### src/rtl/mips_pkg.sv
// rtl/mips_pkg.sv - opcode constants and decode control bundle for the ID stage
package mips_pkg;

    localparam int OPCODE_W = 6;

    localparam logic [OPCODE_W-1:0] OP_RTYPE = 6'h00;
    localparam logic [OPCODE_W-1:0] OP_LW    = 6'h23;
    localparam logic [OPCODE_W-1:0] OP_SW    = 6'h2B;
    localparam logic [OPCODE_W-1:0] OP_BEQ   = 6'h04;
    localparam logic [OPCODE_W-1:0] OP_ADDI  = 6'h08;
    localparam logic [OPCODE_W-1:0] OP_ANDI  = 6'h0C;

    typedef enum logic [1:0] {
        DST_NONE = 2'd0,
        DST_RT   = 2'd1,
        DST_RD   = 2'd2
    } dst_sel_e;

    typedef enum logic {
        IMM_SEXT = 1'b0,
        IMM_ZEXT = 1'b1
    } imm_sel_e;

    typedef struct packed {
        logic     valid;
        logic     mem_read;
        logic     mem_write;
        logic     reg_write;
        logic     alu_src;
        logic     use_rt;
        dst_sel_e dst_sel;
    } ctrl_t;

endpackage

### src/rtl/id_decoder.sv
// rtl/id_decoder.sv - combinational opcode decode into control bundle and immediate select
module id_decoder
    import mips_pkg::*;
(
    input  logic [OPCODE_W-1:0] opcode_i,
    output ctrl_t               ctrl_o,
    output imm_sel_e            imm_sel_o
);

    always_comb begin
        ctrl_o    = '0;
        imm_sel_o = IMM_SEXT;
        case (opcode_i)
            OP_RTYPE: begin
                ctrl_o.valid     = 1'b1;
                ctrl_o.reg_write = 1'b1;
                ctrl_o.use_rt    = 1'b1;
                ctrl_o.dst_sel   = DST_RD;
            end
            OP_LW: begin
                ctrl_o.valid     = 1'b1;
                ctrl_o.mem_read  = 1'b1;
                ctrl_o.reg_write = 1'b1;
                ctrl_o.alu_src   = 1'b1;
                ctrl_o.dst_sel   = DST_RT;
            end
            OP_SW: begin
                ctrl_o.valid     = 1'b1;
                ctrl_o.mem_write = 1'b1;
                ctrl_o.alu_src   = 1'b1;
                ctrl_o.use_rt    = 1'b1;
            end
            OP_BEQ: begin
                ctrl_o.valid     = 1'b1;
                ctrl_o.use_rt    = 1'b1;
            end
            OP_ADDI: begin
                ctrl_o.valid     = 1'b1;
                ctrl_o.reg_write = 1'b1;
                ctrl_o.alu_src   = 1'b1;
                ctrl_o.dst_sel   = DST_RT;
            end
            OP_ANDI: begin
                ctrl_o.valid     = 1'b1;
                ctrl_o.reg_write = 1'b1;
                ctrl_o.alu_src   = 1'b1;
                ctrl_o.dst_sel   = DST_RT;
                imm_sel_o        = IMM_ZEXT;
            end
            default: ctrl_o = '0;
        endcase
    end

endmodule

### src/rtl/id_stage_pipe.sv
// rtl/id_stage_pipe.sv - decode stage with register file, load-use hazard detect and ID/EX register
module id_stage_pipe
    import mips_pkg::*;
#(
    parameter int DATA_W = 32,
    parameter int ADDR_W = 5,
    parameter int CNT_W  = 16
) (
    input  logic              clock,
    input  logic              reset,
    input  logic [31:0]       instr,
    input  logic [31:0]       pc_id,
    input  logic              nop_if,
    input  logic              stall_in,
    input  logic              flush,
    input  logic              wb_we,
    input  logic [ADDR_W-1:0] wb_addr,
    input  logic [DATA_W-1:0] wb_data,
    output logic              hazard_stall,
    output logic [DATA_W-1:0] rs_val,
    output logic [DATA_W-1:0] rt_val,
    output logic [DATA_W-1:0] imm_ext,
    output logic [31:0]       pc_ex,
    output logic [ADDR_W-1:0] rs_ex,
    output logic [ADDR_W-1:0] rt_ex,
    output logic [ADDR_W-1:0] dst_ex,
    output logic              mem_read,
    output logic              mem_write,
    output logic              reg_write,
    output logic              alu_src,
    output logic              nop_ex,
    output logic [CNT_W-1:0]  hazard_cnt
);

    localparam int NREG = 2 ** ADDR_W;

    typedef struct packed {
        logic [DATA_W-1:0] rs_val;
        logic [DATA_W-1:0] rt_val;
        logic [DATA_W-1:0] imm;
        logic [31:0]       pc;
        logic [ADDR_W-1:0] rs;
        logic [ADDR_W-1:0] rt;
        logic [ADDR_W-1:0] dst;
        logic              mem_read;
        logic              mem_write;
        logic              reg_write;
        logic              alu_src;
        logic              nop;
    } idex_t;

    logic [DATA_W-1:0] regs_q [NREG];
    idex_t             idex_q, idex_d;
    logic [CNT_W-1:0]  cnt_q, cnt_d;

    ctrl_t             ctrl;
    imm_sel_e          imm_sel;
    logic [ADDR_W-1:0] rs_a, rt_a, rd_a, dst_a;
    logic [DATA_W-1:0] rs_rd, rt_rd, imm_val;
    logic              dec_nop;

    id_decoder u_dec (
        .opcode_i  (instr[31:26]),
        .ctrl_o    (ctrl),
        .imm_sel_o (imm_sel)
    );

    assign rs_a = ADDR_W'(instr[25:21]);
    assign rt_a = ADDR_W'(instr[20:16]);
    assign rd_a = ADDR_W'(instr[15:11]);

    // Unknown opcodes travel down the pipe as bubbles, same as an IF bubble.
    assign dec_nop = nop_if | ~ctrl.valid;

    always_comb begin
        dst_a = '0;
        case (ctrl.dst_sel)
            DST_RT:  dst_a = rt_a;
            DST_RD:  dst_a = rd_a;
            default: dst_a = '0;
        endcase
    end

    assign imm_val = (imm_sel == IMM_ZEXT) ? {{(DATA_W-16){1'b0}}, instr[15:0]}
                                           : {{(DATA_W-16){instr[15]}}, instr[15:0]};

    // Reads see a same-cycle writeback so WB and ID can share a cycle.
    always_comb begin
        rs_rd = regs_q[rs_a];
        if (rs_a == '0)
            rs_rd = '0;
        else if (wb_we && (wb_addr == rs_a))
            rs_rd = wb_data;
    end

    always_comb begin
        rt_rd = regs_q[rt_a];
        if (rt_a == '0)
            rt_rd = '0;
        else if (wb_we && (wb_addr == rt_a))
            rt_rd = wb_data;
    end

    always_ff @(posedge clock) begin
        if (reset) begin
            for (int i = 0; i < NREG; i++)
                regs_q[i] <= '0;
        end else if (wb_we && (wb_addr != '0)) begin
            regs_q[wb_addr] <= wb_data;
        end
    end

    assign hazard_stall = idex_q.mem_read && !idex_q.nop && (idex_q.dst != '0) && !nop_if &&
                          ((ctrl.valid && (rs_a == idex_q.dst)) ||
                           (ctrl.use_rt && (rt_a == idex_q.dst)));

    always_comb begin
        idex_d = idex_q;
        cnt_d  = cnt_q;
        if (flush) begin
            idex_d     = '0;
            idex_d.nop = 1'b1;
        end else if (stall_in) begin
            idex_d = idex_q;
        end else if (hazard_stall) begin
            idex_d     = '0;
            idex_d.nop = 1'b1;
            idex_d.pc  = idex_q.pc;
            if (cnt_q != '1)
                cnt_d = cnt_q + CNT_W'(1);
        end else begin
            idex_d.rs_val    = rs_rd;
            idex_d.rt_val    = rt_rd;
            idex_d.imm       = imm_val;
            idex_d.pc        = pc_id;
            idex_d.rs        = rs_a;
            idex_d.rt        = rt_a;
            idex_d.dst       = dst_a;
            idex_d.mem_read  = ctrl.mem_read  & ~dec_nop;
            idex_d.mem_write = ctrl.mem_write & ~dec_nop;
            idex_d.reg_write = ctrl.reg_write & ~dec_nop;
            idex_d.alu_src   = ctrl.alu_src   & ~dec_nop;
            idex_d.nop       = dec_nop;
        end
    end

    always_ff @(posedge clock) begin
        if (reset) begin
            idex_q     <= '0;
            idex_q.nop <= 1'b1;
            cnt_q      <= '0;
        end else begin
            idex_q <= idex_d;
            cnt_q  <= cnt_d;
        end
    end

    assign rs_val     = idex_q.rs_val;
    assign rt_val     = idex_q.rt_val;
    assign imm_ext    = idex_q.imm;
    assign pc_ex      = idex_q.pc;
    assign rs_ex      = idex_q.rs;
    assign rt_ex      = idex_q.rt;
    assign dst_ex     = idex_q.dst;
    assign mem_read   = idex_q.mem_read;
    assign mem_write  = idex_q.mem_write;
    assign reg_write  = idex_q.reg_write;
    assign alu_src    = idex_q.alu_src;
    assign nop_ex     = idex_q.nop;
    assign hazard_cnt = cnt_q;

endmodule

### config.mk
export PLATFORM = sky130hd
export DESIGN_NAME = id_stage_pipe
export DESIGN_NICKNAME = d
export VERILOG_FILES = /design/src/rtl/mips_pkg.sv /design/src/rtl/id_decoder.sv /design/src/rtl/id_stage_pipe.sv
export SDC_FILE = /design/constraint.sdc
export NUM_CORES = 2
export LEC_CHECK = 0
export CAP_MARGIN = 20
export CORE_ASPECT_RATIO = 1.1
export CORE_MARGIN = 1.5
export CORE_UTILIZATION = 55
export DETAILED_ROUTE_END_ITERATION = 12
export PLACE_DENSITY_LB_ADDON = 0.15
export SETUP_SLACK_MARGIN = 0.05
export SYNTH_ARGS = -nofsm -noshare
export SYNTH_HDL_FRONTEND = slang
export SYNTH_SLANG_ARGS = --single-unit
### constraint.sdc
create_clock -name clock -period 3.5 [get_ports clock]
set_input_delay 0.35 -clock clock [delete_from_list [all_inputs] [get_ports clock]]
set_output_delay 0.35 -clock clock [all_outputs]
set_load 0.02 [all_outputs]
# --- Yosys cells after proc, flatten, opt, wreduce, memory -nomap -nowiden ---
# Memories as Yosys holds them, arrays and structs flattened.
# Cells that the tools add are included.
# Widths: inputs -> output; s select.
classes:
  add_sub_neg: 1
  n_reduce_logical: 26
  n_eq_ne: 12
  shifts: 0
  order_cmp: 0
  n_bitwise: 10
  n_mul: 0
  n_mux: 23
  div_mod_pow: 0
op_table:
  columns: ["op", "count"]
  rows:
  - ["$mux 32", 6]
  - ["$mux 148", 1]
  - ["$reduce_or 32->1", 1]
  - ["$eq 5x5->1", 4]
  - ["$add 16x1->16 const B", 1]
  - ["$ne 16x16->1 const B", 1]
  - ["$mux 1", 13]
  - ["$eq 6x4->1 const B", 2]
  - ["$eq 6x6->1 const B", 2]
  - ["$logic_not 5->1", 2]
  - ["$pmux 5 s2", 1]
  - ["$reduce_bool 5->1", 2]
  - ["$logic_and 1x1->1", 9]
  - ["$reduce_or 4->1", 2]
  - ["$eq 6x3->1 const B", 1]
  - ["$logic_not 6->1", 1]
  - ["$reduce_or 3->1", 2]
  - ["$reduce_or 6->1", 1]
  - ["$mux 5", 1]
  - ["$not 1->1", 5]
  - ["$and 1x1->1", 4]
  - ["$pmux 2 s2", 1]
  - ["$reduce_and 4->1", 1]
  - ["$eq 2x1->1 const B", 1]
  - ["other kinds (6)", 7]
word_totals:
  romBits: 0
  word_cells: 86
  output_inout_bits: 165
  input_bits: 107
  mem_bits_rw: 1024
  latchBits: 0
  regBits: 164
  n_memories: 1
mem_list:
  columns: ["name", "words", "word_bits", "rd", "rd_ports_with_merged_regs", "write_ports", "line", "source"]
  rows:
  - ["regs_q", 32, 32, 2, 0, 32, "id_stage_pipe.sv:52", "logic [DATA_W-1:0] regs_q [NREG];"]

# --- Longest topological paths before layout ---
logic_depth:
  word_depth: 8
  ltp_mapped: 10
  ltp_nobuf: 8

# --- Cells and area by module ---
# A second synthesis with hierarchy kept.
unflattened:
  cells_unflattened: 4339
  area_unflattened_um2: 60762.0
by_module_without_submodules:
  columns: ["module", "instances", "cells_per_inst", "area_per_inst_um2"]
  rows:
  - ["id_stage_pipe", 1, 4321, 60645.7]
  - ["id_decoder", 1, 18, 116.4]

# --- Least setup slack after synthesis ---
# Ideal clock, no wire load.
synth_path:
  kind: "in2reg"
  startpoint: "input port instr[16]"
  endpoint: "register idex_q, in the netlist rt_val[24]"
  cell_stages: 10
  slack_ns: 1.170
  t_required_ns: 3.378
  arrival_time_ns: 2.208
  path_cell_list: "buf_2 -> buf_4 -> buf_4 -> buf_2 -> buf_2 -> mux2i_1 -> o221ai_1 -> a221oi_1 -> a21oi_1 -> a221o_1"
synth_via:
  elab_chain_cells: 5
  elab_cells_between_ends: 11
  cone_classes: "2 x eq/ne; 3 x mux; 5 x reduce/logical; 1 x memory"
synth_lines:
  columns: ["item", "line", "source"]
  rows:
  - ["start: declaration", "id_stage_pipe.sv:11", "input logic [31:0] instr,"]
  - ["branches (longest 4 deep; another with $mem_v2 32x32)", null, null]
  - ["$mux 148 (*)", "id_stage_pipe.sv:125", "end else if (hazard_stall) begin"]
  - ["end signal: assignment", "id_stage_pipe.sv:153", "idex_q <= idex_d;"]
  - ["end: declaration", "id_stage_pipe.sv:53", "idex_t idex_q, idex_d;"]
# Every way passes the cells marked *.
# A chain may end at the register's enable or synchronous reset.

# --- Worst setup path in the final report ---
layout_path:
  startpoint: "register idex_q, in the netlist dst_ex[1]"
  endpoint: "output port hazard_stall"
layout_via:
  elab_chain_cells: 4
  elab_cells_between_ends: 9
  cone_classes: "2 x eq/ne; 7 x reduce/logical"
layout_lines:
  columns: ["item", "line", "source"]
  rows:
  - ["$eq 5x5->1 (tied with other cells)", "id_stage_pipe.sv:114", "((ctrl.valid && (rs_a == idex_q.dst)) ||"]
  - ["$logic_and 1x1->1 (on tied branches)", "id_stage_pipe.sv:114, id_stage_pipe.sv:113, id_stage_pipe.sv:115", null]
  - ["$logic_or 1x1->1 or $logic_and 1x1->1 (tied branches)", "id_stage_pipe.sv:114, id_stage_pipe.sv:113", null]
  - ["$logic_and 1x1->1 (*)", "id_stage_pipe.sv:113", "assign hazard_stall = idex_q.mem_read && !idex_q.nop && (idex_q.dst != '0) && !nop_if &&"]
  - ["end: declaration", "id_stage_pipe.sv:19", "output logic hazard_stall,"]
# Every way passes the cells marked *; elsewhere a longest branch is shown, timed or not.

==> results.json <==
{
  "peakVddDrop_v": 0.000405,
  "whs_path_depth": 2,
  "fin_nets": 4678,
  "grt_pass1_wl_mm": 277,
  "setup_viol": 0,
  "syn_inst": 4343,
  "dp_hpwl_mm": 123,
  "area_growth_pct": 15.8,
  "finalSetupTns_ns": 0,
  "wl_mm": 193,
  "fp-row-count": 127,
  "track_usage_pct": 34.0,
  "place.gp.congestion": 0.961,
  "finalCritPeriodShare_pct": 94.0,
  "synth_commonest_cells": "edfxtp_1, and2_1, mux4_2",
  "layout_min_cycle_time_ns": 3.29,
  "power_switching_uw": 8330,
  "die_w_um": 320,
  "vias": 40705,
  "cts_setup_buffers": 0,
  "cts_buffers": 121,
  "cts_tree": "yes",
  "max_cap_violations": 0,
  "grt_use_met1_pct": 44.6,
  "cts.clk_slew.worst_paths_ns": 0.06,
  "fp.dieH_um": 352,
  "top_usage_layer": "met2",
  "yosys_warnings": 0,
  "synth_edf_count": 1024,
  "ys_types": 62,
  "p_int_uw": 25300,
  "drcViolationCount": 0,
  "hold_slack_ns": 0.0414,
  "use_met2_pct": 53.7,
  "p_leak_uw": 0.0251,
  "hold_path_class": "input pin to flip-flop",
  "insertion_delay_ns": 0.72,
  "synth_top_cell_area_share_pct": 50.5,
  "core_region_area_sq_mm": 0.109,
  "antenna_found_initial": 9,
  "worstSetupPathType": "flip-flop to primary output",
  "rsz0062_at_grt": "no",
  "switching_share_pct": 24.8,
  "dieArea_sq_mm": 0.113,
  "max_freq_mhz": 304,
  "async_flop_share_pct": 0,
  "h-tree-depth": 3,
  "drt_iter0_markers": 4835,
  "clock_path_buffers": 3,
  "crit_arrival_ns": 2.94,
  "share_comb_of_total_power_pct": 12.4,
  "clockPowerShare_pct": 39.0,
  "critPathCaptureType": "primary output",
  "drt_pass1_iterations": 5,
  "grt_max_degree": 122,
  "routed_via_density": 6.68,
  "ys_ff_latch": 1173,
  "crit_fanout": 5,
  "antenna_left": 0,
  "wl_per_cell_um": 31.7,
  "synth_ff_type": "edfxtp_1",
  "grt_overflow_total": 0,
  "start_util_pct": 55.6,
  "io_pins": 272,
  "relSlewSlack_pct": 26.2,
  "synth_seq_area_share_pct": 55.4,
  "power.density_mw_per_mm2": 477,
  "synth.most_common_cell": "edfxtp_1",
  "final_layout_size_suffix_gt1_share_pct": 23.2,
  "syn-cell-area_sq_mm": 0.0609,
  "final_cells": 6091,
  "finalHoldViolations": 0,
  "numClockSinks": 1173,
  "yosys.area.top_type": "edfxtp_1",
  "ys_top_cells_by_area": "edfxtp_1, mux4_2, and2_1",
  "grt_pass1_vias": 40324,
  "placed_cells": 5863,
  "diodes": 0,
  "worstPathRequired_ns": 3.15,
  "pwr-share-seq_pct": 48.6,
  "syn_avg_cell_area_sq_um": 14.0,
  "io_buffer_count": 271,
  "outcome": "finished clean",
  "fin_worst_skew_ns": 0.0191,
  "reg2regPathDepth": 6,
  "cts_root_buf": "clkbuf_16",
  "maxSlewViolCount": 0,
  "worst_pin_slew_ns": 1.11,
  "start_kind": "flip-flop",
  "grt_util_met3_pct": 6.46
}
metrics by stage:
| step | total power, uW | cell area [sq um] | worst slack [ns] | util, % |
|---|---|---|---|---|
| finish | 33600 | 70500 | 0.211 | 64.4 |
| floorplan | 18900 | 61000 | 1.17 | - |
| CTS | 33600 | 70500 | 0.206 | 64.4 |
| detailed placement | 20700 | 66500 | 0.394 | 60.8 |
| global placement | 20600 | 66500 | 0.417 | 60.7 |
| global route | 34400 | 70500 | 0.149 | 64.4 |
sequential cells by signal, indices dropped and copies added (netlist names), 5 cells and up:
register,count
imm_ext,17
rs_val,32
rs_ex,5
dst_ex,5
pc_ex,32
rt_val,32
rt_ex,5
hazard_cnt,16
regs_q,1024
layout by cell type, fill, tap and decap left out, types with 17 or more instances in the layout:
cell / n
o21ai_0: 41
clkinv_1: 19
a21oi_1: 137
dfxtp_1: 149
xor2_1: 19
edfxtp_1: 1024
clkinv_2: 33
conb_1: 32
nor2_2: 31
and2_1: 996
mux2_2: 125
buf_12: 63
a221o_1: 64
a221oi_1: 62
nand3b_1: 65
mux2i_1: 258
a211o_1: 22
or2_2: 33
nand2_1: 78
o22ai_1: 64
clkdlybuf4s50_1: 258
buf_4: 223
clkbuf_1: 17
o221ai_1: 64
nor4b_1: 22
a211oi_1: 42
and3_1: 45
mux4_2: 384
clkbuf_16: 125
what timing repair did:
item	4_1_cts	5_1_grt
resized for setup	0	0
setup endpoints to repair	0	0
hold buffers	1	0
hold endpoints to repair	1	0
worst paths after layout:
path | start | endpoint | slack [ns]
setup / recovery | dst_ex[1] | hazard_stall | 0.21
hold / removal | reset | hazard_cnt[1] | 0.04
setup reg to reg | dst_ex[1] | rs_val[4] | 0.95
hold reg to reg | imm_ext[5] | imm_ext[5] | 0.46
power by group through the flow:
stage	logic [uW]	clock network, uW	registers (uW)
after floorplan	2320	0	16500
after global placement	4070	0	16600
after detailed placement	4100	0	16600
after CTS	4120	13200	16300
after global routing	4300	13700	16400
final	4170	13100	16300
layout make-up:
type / count / area, sq um
flip-flops and latches: 1173 / 33700
clock inverters: 69 / 603
clock buffers: 158 / 3390
well taps: 1419 / 1780
repair buffers: 554 / 5660
multi-input cells: 2712 / 25300
inverters: 6 / 22.5
fillers: 7984 / 39000
per-layer routing:
| layer | vias up | wire, um |
|---|---|---|
| met3 | 502 | 19000 |
| met4 | 14 | 11400 |
| li1 | 17064 | - |
| met5 | - | 93 |
| met1 | 20582 | 72000 |
| met2 | 2543 | 90700 |
critical path, stage by stage (launching register included):
cell and delay [ns]:
dfxtp_1 0.51, xor2_1 0.12, nor4_1 0.39, and3_1 0.33, o21ai_4 0.07, inv_2 0.16
clkdlybuf4s50_1 0.64
cells by family after synthesis:
kind of cell | synth area share [%]
AO/OA/AOI/OAI | 6.36
AND/OR/NAND/NOR | 13.7
XOR/XNOR | 0.302
other | 0.00616
buffers and inverters | 3.46
multiplexers | 20.8
adder cells (fa/ha/maj) | 0.0616
flip-flops | 55.4
Note: power is estimated with default switching activity, not from simulation.
